File: src/rtl/fib_scheduler_pkg.sv
// Shared definitions for the fib core scheduler: FSM state encodings,
// default widths/limits and a small helper for sizing the run counter.
package fib_scheduler_pkg;

    localparam int DEF_DATA_W         = 32;
    localparam int DEF_TIMEOUT_CYCLES = 1000;

    localparam logic [1:0] ENC_IDLE = 2'd0;
    localparam logic [1:0] ENC_LOAD = 2'd1;
    localparam logic [1:0] ENC_RUN  = 2'd2;
    localparam logic [1:0] ENC_RESP = 2'd3;

    typedef enum logic [1:0] {
        ST_IDLE = ENC_IDLE,
        ST_LOAD = ENC_LOAD,
        ST_RUN  = ENC_RUN,
        ST_RESP = ENC_RESP
    } state_t;

    // Counter width able to hold TIMEOUT_CYCLES-1, never narrower than 1 bit.
    function automatic int cnt_width(input int cycles);
        int w;
        w = $clog2(cycles);
        return (w < 1) ? 1 : w;
    endfunction

endpackage

File: src/rtl/fib_scheduler_rr_arbiter.sv
// Combinational round-robin arbiter: picks the first asserted request at or
// after ptr, wrapping around, and reports it one-hot and as a binary index.
module rr_arbiter #(
    parameter int NUM_REQ = 4,
    parameter int IDX_W   = 2
) (
    input  logic [NUM_REQ-1:0] req,
    input  logic [IDX_W-1:0]   ptr,
    output logic [NUM_REQ-1:0] grant,
    output logic [IDX_W-1:0]   idx
);

    localparam int SEL_W = (NUM_REQ > 1) ? $clog2(NUM_REQ) : 1;

    logic             found;
    int               cand;
    logic [SEL_W-1:0] sel;

    // Cyclic scan starting at ptr; the first hit wins and masks the rest.
    always_comb begin
        grant = '0;
        idx   = '0;
        found = 1'b0;
        cand  = 0;
        sel   = '0;
        for (int off = 0; off < NUM_REQ; off++) begin
            cand = (int'(ptr) + off) % NUM_REQ;
            sel  = SEL_W'(cand);
            if (!found && req[sel]) begin
                grant[sel] = 1'b1;
                idx        = IDX_W'(cand);
                found      = 1'b1;
            end
        end
    end

endmodule

File: src/rtl/fib_scheduler.sv
// Shares one fib core between NUM_REQ requesters: round-robin accept, load n
// into the core, wait for its write strobe (or time out) and return the
// result tagged with the requester id. One request is in flight at a time.
module fib_scheduler
    import fib_scheduler_pkg::*;
#(
    parameter int NUM_REQ        = 4,
    parameter int ID_W           = 2,
    parameter int DATA_W         = DEF_DATA_W,
    parameter int TIMEOUT_CYCLES = DEF_TIMEOUT_CYCLES
) (
    input  logic                      clk,
    input  logic                      rst,
    input  logic [NUM_REQ-1:0]        req_valid,
    input  logic [NUM_REQ*DATA_W-1:0] req_n,
    output logic [NUM_REQ-1:0]        req_ready,
    output logic                      rsp_valid,
    input  logic                      rsp_ready,
    output logic [ID_W-1:0]           rsp_id,
    output logic [DATA_W-1:0]         rsp_data,
    output logic                      rsp_timeout,
    output logic                      core_rst,
    output logic [DATA_W-1:0]         core_data,
    input  logic                      core_wen,
    input  logic [DATA_W-1:0]         core_result
);

    localparam int CNT_W = cnt_width(TIMEOUT_CYCLES);
    localparam logic [CNT_W-1:0] CNT_LAST = CNT_W'(TIMEOUT_CYCLES - 1);

    state_t              state;
    logic [ID_W-1:0]     rr_ptr;
    logic [CNT_W-1:0]    cnt;
    logic [NUM_REQ-1:0]  arb_grant;
    logic [ID_W-1:0]     arb_idx;
    logic [DATA_W-1:0]   win_n;
    logic [ID_W-1:0]     next_ptr;

    rr_arbiter #(
        .NUM_REQ (NUM_REQ),
        .IDX_W   (ID_W)
    ) u_arb (
        .req   (req_valid),
        .ptr   (rr_ptr),
        .grant (arb_grant),
        .idx   (arb_idx)
    );

    // Winner's operand and the pointer slot just past the winner.
    always_comb begin
        win_n    = '0;
        next_ptr = '0;
        for (int i = 0; i < NUM_REQ; i++) begin
            if (arb_grant[i]) begin
                win_n    = req_n[i*DATA_W +: DATA_W];
                next_ptr = ID_W'((i + 1) % NUM_REQ);
            end
        end
    end

    // Grants are only offered while idle; the handshake completes on this edge.
    assign req_ready = (state == ST_IDLE) ? arb_grant : '0;

    // Scheduler FSM with registered core control and response outputs.
    always_ff @(posedge clk) begin
        if (rst) begin
            state       <= ST_IDLE;
            rr_ptr      <= '0;
            cnt         <= '0;
            rsp_valid   <= 1'b0;
            rsp_id      <= '0;
            rsp_data    <= '0;
            rsp_timeout <= 1'b0;
            core_rst    <= 1'b1;
            core_data   <= '0;
        end else begin
            case (state)
                ST_IDLE: begin
                    core_rst <= 1'b1;
                    if (|req_valid) begin
                        core_data <= win_n;
                        rsp_id    <= arb_idx;
                        rr_ptr    <= next_ptr;
                        state     <= ST_LOAD;
                    end
                end
                ST_LOAD: begin
                    cnt      <= '0;
                    core_rst <= 1'b0;
                    state    <= ST_RUN;
                end
                ST_RUN: begin
                    // A strobe in the last allowed cycle still counts as a result.
                    if (core_wen) begin
                        rsp_data    <= core_result;
                        rsp_timeout <= 1'b0;
                        rsp_valid   <= 1'b1;
                        core_rst    <= 1'b1;
                        state       <= ST_RESP;
                    end else if (cnt == CNT_LAST) begin
                        rsp_data    <= '0;
                        rsp_timeout <= 1'b1;
                        rsp_valid   <= 1'b1;
                        core_rst    <= 1'b1;
                        state       <= ST_RESP;
                    end else begin
                        cnt <= cnt + 1'b1;
                    end
                end
                ST_RESP: begin
                    if (rsp_ready) begin
                        rsp_valid <= 1'b0;
                        state     <= ST_IDLE;
                    end
                end
                default: state <= ST_IDLE;
            endcase
        end
    end

endmodule

File: config.mk
export PLATFORM = sky130hd
export DESIGN_NAME = fib_scheduler
export DESIGN_NICKNAME = d
export VERILOG_FILES = /design/src/rtl/fib_scheduler_pkg.sv /design/src/rtl/fib_scheduler_rr_arbiter.sv /design/src/rtl/fib_scheduler.sv
export SDC_FILE = /design/constraint.sdc
export NUM_CORES = 1
export LEC_CHECK = 0
export CORE_ASPECT_RATIO = 0.7
export CORE_UTILIZATION = 45
export CTS_CLUSTER_SIZE = 28
export DETAILED_ROUTE_END_ITERATION = 12
export DONT_BUFFER_PORTS = 1
export GPL_ROUTABILITY_DRIVEN = 1
export HOLD_SLACK_MARGIN = 0.03
export PLACE_DENSITY_LB_ADDON = 0.2
export SLEW_MARGIN = 25
export SYNTH_ARGS = -nofsm -noshare
export SYNTH_HDL_FRONTEND = slang
export SYNTH_SLANG_ARGS = --single-unit
File: constraint.sdc
create_clock -name clk -period 4.22 [get_ports clk]
set_input_delay 1.055 -clock clk [delete_from_list [all_inputs] [get_ports clk]]
set_output_delay 1.055 -clock clk [all_outputs]
set_load 0.01 [all_outputs]
==> results of run 1 <==
-- metal layers --
| metal | wire length [um] | GRT usage (%) | part of all wire [%] |
|---|---|---|---|
| met1 | 6120 | 30.8 | 43 |
| met3 | 1180 | 7.30 | 8.3 |
| met2 | 6590 | 39.8 | 47 |
| met5 | 0 | 0 | 0 |
| met4 | 212 | 7.03 | 1.5 |
-- sequential cells by signal (all words and copies together), names as in the netlist --
register / flops
state: 2
rsp_id: 2
rsp_valid: 1
core_data: 32
core_rst: 1
rsp_data: 32
cnt: 10
rr_ptr: 2
rsp_timeout: 1
-- cells by family after synthesis --
family / count (synthesis) / share of synthesized area, %
muxes: 8 / 2.40
adders and majority gates: 11 / 2.81
and+or+nand+nor: 217 / 20.3
xor gates and xnor gates: 4 / 0.715
AOI/OAI and AO/OA: 169 / 30.2
DFF: 83 / 33.9
buffers and inverters: 98 / 9.60
-- cells in the final DEF (no fill, tap or decap), types with 7 or more instances in the layout --
cell type and n:
buf_4 8, o31ai_1 32, a221oi_2 30, ha_1 11, a21oi_1 41, dfxtp_1 82, nor2_1 84, nand2_1 49
a32oi_1 33, inv_1 39, clkbuf_16 9, nand3_1 40, o21ai_0 7
-- power breakdown --
| part | internal (mW) | switching, mW |
|---|---|---|
| sequential | 0.973 | 0.218 |
| clock | 0.584 | 0.336 |
| combinational | 0.684 | 1.31 |
| total | 2.24 | 1.86 |
-- how the worst max path moves through the flow --
stage,from,endpoint,cells past startpoint,slack [ps]
final,rr_ptr[1],req_ready[3],7,340
after global routing,rr_ptr[1],req_ready[3],7,170
after CTS,rr_ptr[1],req_ready[3],7,130
after detailed placement,rr_ptr[1],req_ready[3],7,510
after global placement,req_valid[3],req_ready[3],5,610
after floorplan,req_valid[0],req_ready[1],8,560
-- area by class of cell --
class,count,area share [%]
well taps,132,3.18
flip-flops and latches,83,32.0
multi-input cells,409,53.6
clock inverters,7,2.34
inverters,41,2.96
repair buffers,9,1.54
clock buffers,9,4.34
-- through the flow --
stage / setup slack (ps) / util [%] / total power, mW / area, um^2
floorplan: 556 / - / 2.83 / 4900
global placement: 611 / 46.2 / 3.12 / 4840
detailed placement: 511 / 46.2 / 3.18 / 4840
CTS: 134 / 49.5 / 4.12 / 5190
global route: 166 / 49.6 / 4.36 / 5190
finish: 339 / 49.6 / 4.10 / 5190
-- worst max-delay path, cell delays in order (launching register included) --
cell and delay [ps]:
dfxtp_2 480, inv_1 140, ha_1 440, or3b_1 440
o211ai_2 110, nand3_1 150, o311ai_2 440, and2_1 280
-- repair_timing --
action / 4_1_cts / 5_1_grt
buffers inserted: 0 / 0
setup endpoints to repair: 0 / 2
resized for setup: 0 / 1
hold endpoints to repair: 0 / 0
==> metrics, run 1 <==
status=complete, no violations; final hold vios=0; Hold Crit Start=cnt[1]; Slew Limit Fails=0; CTS Buffer Depth=2; Pleak=1.89 nW; Post-Syn Area per Cell=between 8 and 9 um^2; HPWL Detailed=9.62 mm; Post-Route Setup TNS=0 ps; dpl cells=674; DIE AREA=~0.011 mm^2; hold depth=2; Reg-to-Reg End=core_data[0]; Yosys cell types=58; Global Route Usage Sum=24.1%; Worst Hold Slack=about 500 ps; Detail Route Antenna Nets=0; DR iter-0 viols=248; ANT cells=0; worst IR drop on VDD=0.000319 V; total gr overflow=0; non-filler cells, final=690; Ys Warns=0; CTS tree=yes; Register-to-Register Path Depth=9; detailed-route DRC error count=0; routed length per instance=20.4 um; number of synthesized flops with an enable pin=0; syn nets=between 700 and 800; Max-cap violations=0; CP Class=flop to output port; share of cells above drive strength 1=13.4%; Final Cycle Share=92.0%; routed vias=4363; RSZ-0062 raised after global routing=false; most common cell in the synthesized netlist=nor2_1; Final nets=732; Hold WC Path Type=flop to flop; Worst-path clk slew=60 ps; worst-margin pin slew=836 ps; DR pass1 iterations=5; CP Launch Type=flop; I/O Buffers=0; Post-synth ARST share=0%; top post-synthesis cells by area=dfxtp_1 34%, a221oi_2 9.2%, nor2_1 6.4%; critical path arrival=~2800 ps; clock latency on the worst-skew pair=340 ps; fillers=~1000; clock period minus worst slack=3880 ps; Yosys top cell area share=33.9%; DIE HEIGHT=89.3 um; mapped cell area=0.00490 mm^2; hold endpoint=cnt[1]; Synth Register Bits=83; clk root buf=clkbuf_16; H-tree Lvls=3; initial antenna violation count=0; maximum fanout along the worst path=12; Rows=31; Hold Buf Count CTS=0; largest area contributor in the netlist=dfxtp_1; CTS sink cnt=83; largest net degree at the start of global routing=81; multi-input logic area=0.00278 mm^2; GPL Wtd Cong=0.871; relative slew slack=between 40% and 50%; area grow syn2layout=6.00%; WP data required=3160 ps; vias in the first global route=3985; first-pass GRT wire length=21.1 mm; reg-to-reg startpoint=rr_ptr[1]; register area share after synthesis=between 30% and 40%; Starting Density=46.8%; FF+latch area=0.00166 mm^2; Die Width=approximately 130 um; Reg2Reg Setup Slack=990 ps; Crit. End Element=output port; # setup viols final=0; final wirelength=14.1 mm; boundary pin count=241; core box area=roughly 0.010 mm^2; vias per std cell=6.32; CTS buffer count=9; top_reg_cell synth=dfxtp_1; PwrDens=between 700 and 800 mW/mm^2; Post-synth top cells=84 x nor2_1, 83 x dfxtp_1, 51 x nand2_1, 41 x a21oi_1, 40 x nand3_1; clk_skew=about 5.4 ps; cell count after synthesis=approximately 600; Fmax=between 0.2 and 0.3 GHz
(Power assumes the default switching activity.)
==> run 2, diff against run 1 <==
--- a/config.mk
+++ b/config.mk
@@ -6,12 +6,12 @@
 export NUM_CORES = 1
 export LEC_CHECK = 0
 export CORE_ASPECT_RATIO = 0.7
-export CORE_UTILIZATION = 45
+export CORE_UTILIZATION = 41
+export CTS_CLUSTER_DIAMETER = 150
 export CTS_CLUSTER_SIZE = 28
 export DETAILED_ROUTE_END_ITERATION = 12
-export DONT_BUFFER_PORTS = 1
 export GPL_ROUTABILITY_DRIVEN = 1
-export HOLD_SLACK_MARGIN = 0.03
+export HOLD_SLACK_MARGIN = 0.02
 export PLACE_DENSITY_LB_ADDON = 0.2
 export SLEW_MARGIN = 25
 export SYNTH_ARGS = -nofsm -noshare
==> run 2 against run 1 <==
Effect of this change: routed wire length increased by 14%; flip-flop and latch count unchanged; non-clock buffer count increased by 264; fmax decreased by 4.5%; combinational power increased by 35%; global-route usage increased by 1.9 points.
==> metrics, run 2 (same netlist as run 1, synthesis figures left out) <==
clock period minus worst slack=4060 ps; Die Width=133 um; I/O Buffers=240; reg-to-reg startpoint=rr_ptr[0]; area grow syn2layout=58.7%; DIE HEIGHT=~93 um; CP Class=primary input to output port; first-pass GRT wire length=25.7 mm; GPL Wtd Cong=0.878; vias per std cell=5.43; worst IR drop on VDD=between 0.0004 and 0.0005 V; maximum fanout along the worst path=6; relative slew slack=between 50 and 60%; DR iter-0 viols=263; ANT cells=0; CTS buffer count=9; PwrDens=595 mW/mm^2; CTS sink cnt=83; core box area=roughly 0.011 mm^2; Rows=32; Register-to-Register Path Depth=9; clk root buf=clkbuf_16; Hold Crit Start=rsp_data[3]; CTS tree=yes; share of cells above drive strength 1=11.8%; initial antenna violation count=0; Reg2Reg Setup Slack=1160 ps; clk_skew=between 7 and 8 ps; Hold WC Path Type=flop to flop; final wirelength=approximately 16 mm; CTS Buffer Depth=2; worst-margin pin slew=682 ps; clock latency on the worst-skew pair=330 ps; vias in the first global route=5176; Slew Limit Fails=0; Reg-to-Reg End=core_data[1]; total gr overflow=0; highest-count cells in the layout ignoring fill and taps=231 x clkdlybuf4s50_1, 84 x nor2_1, 83 x dfxtp_1; RSZ-0062 raised after global routing=false; boundary pin count=roughly 240; Final Cycle Share=96.3%; Pleak=2.93 nW; largest net degree at the start of global routing=37; Starting Density=43.2%; CP Launch Type=primary input; status=complete, no violations; Worst-path clk slew=60 ps; Critical path origin=req_valid[2]; dpl cells=approximately 960; Fmax=0.246 GHz; Largest regs=core_data: 32 flops, rsp_data: 32 flops, cnt: 10 flops; commonest non-fill, non-tap cell in the layout=clkdlybuf4s50_1; DR pass1 iterations=4; final core utilization=68.6%; H-tree Lvls=3; routed vias=between 5000 and 6000; Final nets=approximately 1000; CP endpoint=req_ready[2]; fillers=around 940; Crit. End Element=output port; critical path arrival=between 3000 and 4000 ps; Global Route Usage Sum=25.9%; final hold vios=0; HPWL Detailed=11.8 mm; non-filler cells, final=975; WP data required=3160 ps; Max-cap violations=0; DIE AREA=0.0124 mm^2; # setup viols final=0; detailed-route DRC error count=0; Detail Route Antenna Nets=0; routed length per instance=between 15 and 20 um
==> run 2: final cells by class <==
class | count | area (um^2) | area share, %
clock buffers | 9 | 225 | 2.90
multi-input cells | 409 | 2780 | 35.7
clock inverters | 7 | 104 | 1.34
well taps | 153 | 191 | 2.46
flip-flops and latches | 83 | 1660 | 21.4
inverters | 41 | 154 | 1.98
repair buffers | 273 | 2660 | 34.2
==> run 2: report_power, final <==
group	switching (mW)	internal, mW
Clock	0.339	0.529
Sequential	0.0993	0.970
Combinational	1.52	1.17
Total	1.95	2.67
==> run 2: worst min path at each step <==
stage	endpoint	slack (ps)	cells past startpoint
floorplan	cnt[1]	470	2
global placement	rsp_timeout	440	2
detailed placement	rsp_data[3]	460	2
CTS	rsp_data[30]	470	2
global route	rsp_data[30]	480	2
finish	rsp_data[3]	470	2
==> run 2: what timing repair did <==
action	4_1_cts	5_1_grt
setup buffers	3	0
hold buffers	0	0
resized for setup	10	0
setup endpoints to repair	4	0
==> run 2: per-layer routing <==
| layer | share of wire (%) | track usage, % | vias up |
|---|---|---|---|
| met5 | 0 | 0 | - |
| met4 | 1.4 | 7.38 | 0 |
| met3 | 5.8 | 5.91 | 18 |
| met1 | 44 | 32.3 | 2485 |
| li1 | - | - | 2603 |
| met2 | 49 | 44.9 | 190 |
==> run 2: through the flow <==
step           area (um^2)  power (mW)  setup TNS (ps)  hold WS [ps]  worst slack (ps)
6_report              7770        4.62               0           468               157
5_1_grt               7770        4.92               0           484               103
4_1_cts               7770        4.64               0           471               160
3_5_place_dp          7430        3.76            -573           462              -191
3_3_place_gp          7420        3.72            -422           444              -127
2_1_floorplan         4900        2.83               0           465               556
==> run 2: critical path: stages <==
cell	delay, ps
dlygate4sd2_1	280
mux4_2	530
buf_4	160
buf_4	140
buf_4	150
nand2_1	110
o31ai_4	90
a31oi_4	150
nor2b_1	70
dlygate4sd2_1	280
==> run 3, diff against run 2 <==
--- a/config.mk
+++ b/config.mk
@@ -5,8 +5,10 @@
 export SDC_FILE = /design/constraint.sdc
 export NUM_CORES = 1
 export LEC_CHECK = 0
+export CELL_PAD_IN_SITES_DETAIL_PLACEMENT = 0
+export CELL_PAD_IN_SITES_GLOBAL_PLACEMENT = 1
 export CORE_ASPECT_RATIO = 0.7
-export CORE_UTILIZATION = 41
+export CORE_UTILIZATION = 29
 export CTS_CLUSTER_DIAMETER = 150
 export CTS_CLUSTER_SIZE = 28
 export DETAILED_ROUTE_END_ITERATION = 12
==> run 3 against run 2 <==
Effect of this change: critical path type unchanged; global-route usage down 5.0 points; via count about the same; clock skew about the same; register-to-register slack about the same.
==> metrics, run 3 (same netlist as run 1, synthesis figures left out) <==
status=complete, no violations; CP Launch Type=primary input; commonest non-fill, non-tap cell in the layout=clkdlybuf4s50_1; Fmax=0.245 GHz; critical path arrival=3020 ps; Max-cap violations=0; CTS sink cnt=83; ANT cells=0; Buf/Inv on CP=3; DR iter-0 viols=360; clock period minus worst slack=4080 ps; Register-to-Register Path Depth=11; Rows=39; final wirelength=about 18 mm; clk root buf=clkbuf_16; Reg2Reg Setup Slack=about 1200 ps; H-tree Lvls=3; Reg power frac=22.8%; final hold vios=0; DR pass1 iterations=4; Starting Density=between 20% and 30%; fillers=1601; Crit-path slowest cell=mux4_2; net switching power=2.06 mW; core box area=0.0164 mm^2; WP data required=3160 ps; Clock power frac=17.8%; share of cells above drive strength 1=11.8%; combinational power share=59.3%; critical path, cell by cell=dlygate4sd2_1 > mux4_2 > buf_4 > and2_0 > a31oi_2 > o311ai_2 > and2_1 > dlygate4sd2_1; first-pass GRT wire length=28.3 mm; RSZ-0062 raised after global routing=false; # setup viols final=0; Global Route Usage Sum=20.9%; DIE AREA=between 0.015 and 0.02 mm^2; relative slew slack=47.0%; routed vias=approximately 5300; reg-to-reg startpoint=rr_ptr[0]; routed length per instance=17.6 um; total gr overflow=0; GPL Wtd Cong=0.827; DIE HEIGHT=111 um; CTS buffer count=9; worst IR drop on VDD=0.000292 V; HPWL Detailed=about 13 mm; CP peak stage delay=approximately 520 ps; CTS tree=yes; highest-count cells in the layout ignoring fill and taps=231 x clkdlybuf4s50_1, 84 x nor2_1, 83 x dfxtp_1; detailed-route DRC error count=0; Worst-path clk slew=70 ps; I/O Buffers=240; Final Cycle Share=96.6%; crit-path most repeated cell=dlygate4sd2_1; Pleak=2.92 nW; Pwr Total=4.67 mW; CP top delay family=buffers and inverters; Crit. End Element=output port; cell-internal power=2.62 mW; boundary pin count=241; Hold Crit Start=rsp_data[21]; maximum fanout along the worst path=6; Die Width=157 um; vias in the first global route=5243; final core utilization=47.9%; area grow syn2layout=60.4%; Reg-to-Reg End=core_data[0]; Hold WC Path Type=flop to flop; Largest regs=core_data: 32 flops, rsp_data: 32 flops, cnt: 10 flops; hold endpoint=rsp_data[21]; Final nets=approximately 990; vias per std cell=5.07; sw frac=44.0%; CTS Buffer Depth=2; PwrDens=595 mW/mm^2; initial antenna violation count=0; largest net degree at the start of global routing=45; Slew Limit Fails=0; clk_skew=7.80 ps; worst-margin pin slew=795 ps; CP Class=primary input to output port; Detail Route Antenna Nets=0; clock latency on the worst-skew pair=about 350 ps; hold depth=2
## run 3: changes by cell type in the layout (fill, tap and decap cells not counted), sizes merged
cell and delta:
inv -2, buf -2, clkinv +1, bufinv -1, clkdlybuf4s15 -1, dlymetal6s2s +1
clkinvlp +2
## run 3: routing by layer
metal | global-route usage (%) | vias up | wire length, um
met2 | 33.5 | 171 | 8320
met5 | 0 | - | 0
met3 | 4.61 | 15 | 1220
met1 | 28.2 | 2510 | 8680
met4 | 5.44 | 0 | 211
li1 | - | 2603 | -
## run 3: how the worst max path moves through the flow
stage / start / to / slack, ps / cells after the start
2_1_floorplan: req_valid[0] / req_ready[1] / 560 / 8
3_3_place_gp: req_valid[0] / req_ready[3] / -180 / 8
4_1_cts: req_valid[3] / req_ready[3] / -10 / 8
3_5_place_dp: req_valid[0] / req_ready[3] / -250 / 8
6_report: req_valid[0] / req_ready[3] / 140 / 8
5_1_grt: req_valid[2] / req_ready[3] / 40 / 8
## run 3: cell type report
class	instances	area [um^2]	share of cell area [%]
clock buffers	9	225	2.87
repair buffers	271	2660	33.9
multi-input cells	409	2790	35.5
clock inverters	7	82.6	1.05
flip-flops and latches	83	1660	21.2
well taps	225	282	3.58
inverters	41	154	1.96
## run 3: worst min-delay path, stage by stage (launching register included)
cell	delay (ps)
dfxtp_1	310
nand3_1	60
a21oi_1	50
## run 3: per-stage QoR
step           area [um^2]  cells  setup slack, ps  hold WS, ps  setup TNS, ps
2_1_floorplan         4900    590              556          465              0
3_3_place_gp          7530   1027             -183          446           -538
3_5_place_dp          7530   1027             -246          456           -723
4_1_cts               7850   1045            -12.6          467          -12.6
5_1_grt               7860   1045             36.5          483              0
6_report              7860   1045              144          466              0
## run 3: power groups by stage
| stage | sequential [mW] | clock, mW | combinational [mW] |
|---|---|---|---|
| 3_3_place_gp | 1.08 | 0 | 2.73 |
| 2_1_floorplan | 1.15 | 0 | 1.68 |
| 6_report | 1.07 | 0.834 | 2.77 |
| 3_5_place_dp | 1.08 | 0 | 2.77 |
| 5_1_grt | 1.09 | 0.890 | 3.00 |
| 4_1_cts | 1.07 | 0.859 | 2.78 |
## run 3: timing repair
item	4_1_cts	5_1_grt
pin swaps	1	1
buffers inserted	2	0
gates cloned	0	0
hold buffers	0	0
setup endpoints to repair	4	2
resized for setup	8	1
==> patch 1 (config.mk and constraints of run 2) <==
`NUM_REQ` is set to 4 in 2 places; all go to 8.
--- a/src/rtl/fib_scheduler_rr_arbiter.sv
+++ b/src/rtl/fib_scheduler_rr_arbiter.sv
@@ -3,3 +3,3 @@
 module rr_arbiter #(
-    parameter int NUM_REQ = 4,
+    parameter int NUM_REQ = 8,
     parameter int IDX_W   = 2
--- a/src/rtl/fib_scheduler.sv
+++ b/src/rtl/fib_scheduler.sv
@@ -6,3 +6,3 @@
 #(
-    parameter int NUM_REQ        = 4,
+    parameter int NUM_REQ        = 8,
     parameter int ID_W           = 2,
Ports: changed (resized req_n, req_ready and req_valid); port bits go from 241 to 377. No check against the original RTL was run, so the function may have changed too.
==> patch 1 against run 2 <==
  * Setup slack lost 0.13 ns
  * Area after synthesis increased by 44%
  * Clock power rose by 3.5%
  * Power increased by 90%
  * Cell area rose by 56%
  * Sequential cell count unchanged
  * Die area grew 43%
  * Wire length increased by 110%
  * Largest power group unchanged
==> patch 1: results (changes against run 2) <==
grt:
  use_met2_pct: 58.6  # +14 points
  grt_start_max_net_pins: 68  # +84%
  grt.met1_usage_pct: 48.0  # +16 points
  met3_usage_pct: 7.19  # +1.3 points
clock_tree:
  clk_latency_ns: 0.35  # +0.02 ns
logic_synthesis:
  synthesis.nets: 1222  # +59%
  yosysSeqAreaShare_pct: 23.6  # -10 points
  yosys-top-cells-count: "128 x nand2_1, 83 x dfxtp_1, 76 x inv_1, 76 x nand3_1, 63 x clkbuf_1"
  synth_xor_area_share_pct: 0.621  # -0.094 points
  avgSynthCellArea_um2: 7.76  # -6.6%
  ys_types: 64  # +10%
  synth_area_leaders: "dfxtp_1 24%, nand2_1 6.8%, a221oi_2 6.6%"
  synthMuxAreaShare_pct: 6.88  # +4.5 points
routing:
  dr.pass1.iters: 5  # +1
  totalWireLength_mm: 33.6  # +110%
  drt_iter0_markers: 764  # +190%
  m1WireLength_mm: 14.1  # +99%
  avgRoutedWirePerCell_um: 21.8  # +32%
  met2_length_mm: 15.6  # +99%
  wl_met3_mm: 2.69  # +190%
  highest_layer: "met5"
setup_path:
  max_stage_delay_ns: 0.58  # +0.05 ns
  rr_worst_depth: 18  # +9
  crit_start: "rr_ptr[0]"
  path_delay_family: "multiplexers"
  r2r_end: "rr_ptr[0]"
  arrival_ns: 3.13  # +0.12 ns
power:
  vdd_drop_max_mv: 0.585  # +18%
  power_leakage_nw: 4.64  # +59%
placed_design:
  gp_congestion: 0.924  # +5.2%
  dp_cells: 1512  # +58%
  hpwl_mm: 24.6  # +110%
  dp_slack_ns: -0.767  # -0.575 ns
  portBuffers: 376  # +57%
outcome:
  status: "finished, final reports clean"
timing:
  worst_slew_pin_slew_ns: 0.912  # +0.230 ns
  timing.hold.ws_ns: 0.467  # -0.00181 ns
  skew_ns: 0.0118  # +0.00395 ns
min_path:
  worstHoldStart: "rsp_data[9]"
  whs_endpoint: "rsp_data[9]"
final_layout:
  inv_count: 77  # +88%
  nets: 1625  # +63%
  bufAreaShareNonClock_pct: 38.6  # +4.4 points
  nFillCells: 1326  # +41%
  clockNetworkAreaShare_pct: 2.71  # -1.5 points
  seq_share_pct: 13.7  # -7.6 points
  multi_input_area_mm2: 0.00487  # +75%
  seq_cell_count: 83  # unchanged
==> patch 1: cell count changes after synthesis, sizes merged, moves of 32 or more <==
cell / change
inv: +38
a32o: +32
o22a: +32
nand2: +77
a32oi: -33
o221ai: +32
clkbuf: +37
nor2: -55
o31ai: -32
nand3: +36
==> patch 1: how the worst max path moves through the flow <==
stage / to / slack, ns / cells past startpoint
floorplan: req_ready[1] / -0.005 / 10
global placement: req_ready[1] / -0.70 / 10
detailed placement: req_ready[2] / -0.77 / 9
CTS: req_ready[5] / 0.001 / 8
global route: req_ready[6] / -0.02 / 10
finish: req_ready[2] / 0.03 / 11
==> patch 1: what timing repair did <==
| item | in CTS | in global routing |
|---|---|---|
| resized for setup | 66 | 26 |
| pin swaps | 6 | 7 |
| endpoints found under the setup margin | 40 | 40 |
| buffers inserted | 7 | 8 |
==> patch 1: power by group <==
part / total, W / internal, W / switching (W)
Clock: 0.000898 / 0.000529 / 0.000369
Combinational: 0.00679 / 0.00331 / 0.00348
Sequential: 0.00107 / 0.000971 / 0.000103
==> patch 2 (config.mk and constraints of run 2) <==
Without the edit above. Reset style: asynchronous (`rst`), changed in one clocked block.
--- a/src/rtl/fib_scheduler.sv
+++ b/src/rtl/fib_scheduler.sv
@@ -64,3 +64,3 @@
     // Scheduler FSM with registered core control and response outputs.
-    always_ff @(posedge clk) begin
+    always_ff @(posedge clk or posedge rst) begin
         if (rst) begin
Check against the original RTL: differs if rst is asserted again (counterexample within 4 cycles, from zero or initial values and one cycle with rst high); with rst held inactive, the same outputs for 4 cycles.
==> patch 2 against run 2 <==
  * Wire length up 22%
  * Sequential cell count unchanged
  * Combinational power is 36% higher
  * Cell area increased by 3.1%
  * Area after synthesis up 5.6%
  * Critical endpoint is now req_ready[1]
  * First-iteration DRC count is 63% higher
  * Setup slack got worse by 0.080 ns
  * Power rose by 25%
  * Sequential power rose by 28%
  * Worst hold slack better by 0.029 ns
  * Largest power group unchanged
  * Largest cell class unchanged
  * Fmax fell by 1.9%
==> patch 2: results (changes against run 2) <==
setup_path:
  rrSetupSlack_ns: 0.78  # -0.38 ns
  arrival_ns: 3.09  # +0.08 ns
  crit_path_max_fanout: 5  # -1
  worst_path_max_delay_cell: "clkdlybuf4s50_1"
  rr_worst_depth: 10  # +1
  r2r_end: "core_data[7]"
timing:
  relSlewSlack_pct: 55.1  # +0.64 points
  timing.hold.ws_ns: 0.497  # +0.0288 ns
  skew_ns: 0.00478  # -0.00307 ns
  period_needed_ns: 4.14  # +0.0799 ns
placed_design:
  hpwl_mm: 13.9  # +18%
  gp_congestion: 0.960  # +9.4%
  dp_cells: 952  # -0.42%
routing:
  num_vias: 5879  # +11%
  avgRoutedWirePerCell_um: 20.2  # +22%
power:
  p_switching_w: 0.00254  # +30%
  power_leakage_nw: 3.40  # +16%
final_layout:
  drive_above_1_share_pct: 8.86  # -2.9 points
  nFillCells: 951  # +0.96%
grt:
  first_global_vias: 5886  # +14%
  grt_use_total_pct: 30.2  # +4.3 points
  grt_start_max_net_pins: 35  # -5.4%
clock_tree:
  post_cts_resized: 5  # -5
logic_synthesis:
  yosys-top-cells-count: "82 x dfrtp_1, 78 x nand2_1, 49 x a21oi_1, 38 x o21ai_0, 34 x nand3_1"
  synthesis.nets: 761  # -1.0%
  yosysSeqAreaShare_pct: 40.2  # +6.3 points
  syn-instance-count: 581  # -1.5%
  async_reset_ff_share_pct: 100  # +100 points
min_path:
  whs_endpoint: "rsp_id[1]"
  min_path_cells: 2  # unchanged
  worstHoldStart: "rsp_id[1]"
outcome:
  status: "finished, final reports clean"
==> patch 2: worst max path at each step <==
| stage | cells past startpoint | to | from |
|---|---|---|---|
| global placement | 7 | req_ready[0] | req_valid[1] |
| detailed placement | 7 | req_ready[2] | req_valid[2] |
| floorplan | 8 | req_ready[2] | req_valid[0] |
| finish | 8 | req_ready[1] | req_valid[3] |
| CTS | 8 | req_ready[3] | req_valid[3] |
| global route | 8 | req_ready[3] | req_valid[1] |
==> patch 2: power by group through the flow <==
stage	combinational (W)	clock, W	sequential, W
global placement	0.00349	0	0.00136
detailed placement	0.00360	0	0.00138
finish	0.00365	0.000750	0.00137
CTS	0.00359	0.000764	0.00137
global route	0.00393	0.000799	0.00141
floorplan	0.00200	0	0.00148
==> patch 2: metal layers <==
layer	vias to the layer above	wire (um)	part of all wire [%]	global-route usage (%)
met5	-	0	0	0
met4	0	495	2.5	13.2
met3	49	1920	9.8	8.06
met2	341	9630	49	52.1
met1	2825	7590	39	35.6
li1	2664	-	-	-
==> patch 2: cell type report <==
class / instances / area, um^2 / area share [%]
Clock inverter: 6 / 50.0 / 0.624
Tap cell: 157 / 196 / 2.45
Clock buffer: 10 / 229 / 2.86
Timing Repair Buffer: 277 / 2680 / 33.5
Sequential cell: 83 / 2080 / 25.9
Multi-Input combinational cell: 427 / 2740 / 34.2
Inverter: 10 / 38.8 / 0.484
==> patch 2: cell families after synthesis <==
kind of cell | share of synthesized area (%)
DFF | 40.2
and+or+nand+nor | 18.7
muxes | 1.72
AOI/OAI and AO/OA | 29.0
buffers and inverters | 7.14
xor gates and xnor gates | 0.339
adders and majority gates | 2.90
==> patch 2: critical path: cells and delay by family <==
kind / cells / cell delay [ns]
and+or+nand+nor: 1 / 0.18
buffers and inverters: 4 / 1.11
muxes: 1 / 0.48
AOI/OAI and AO/OA: 2 / 0.26
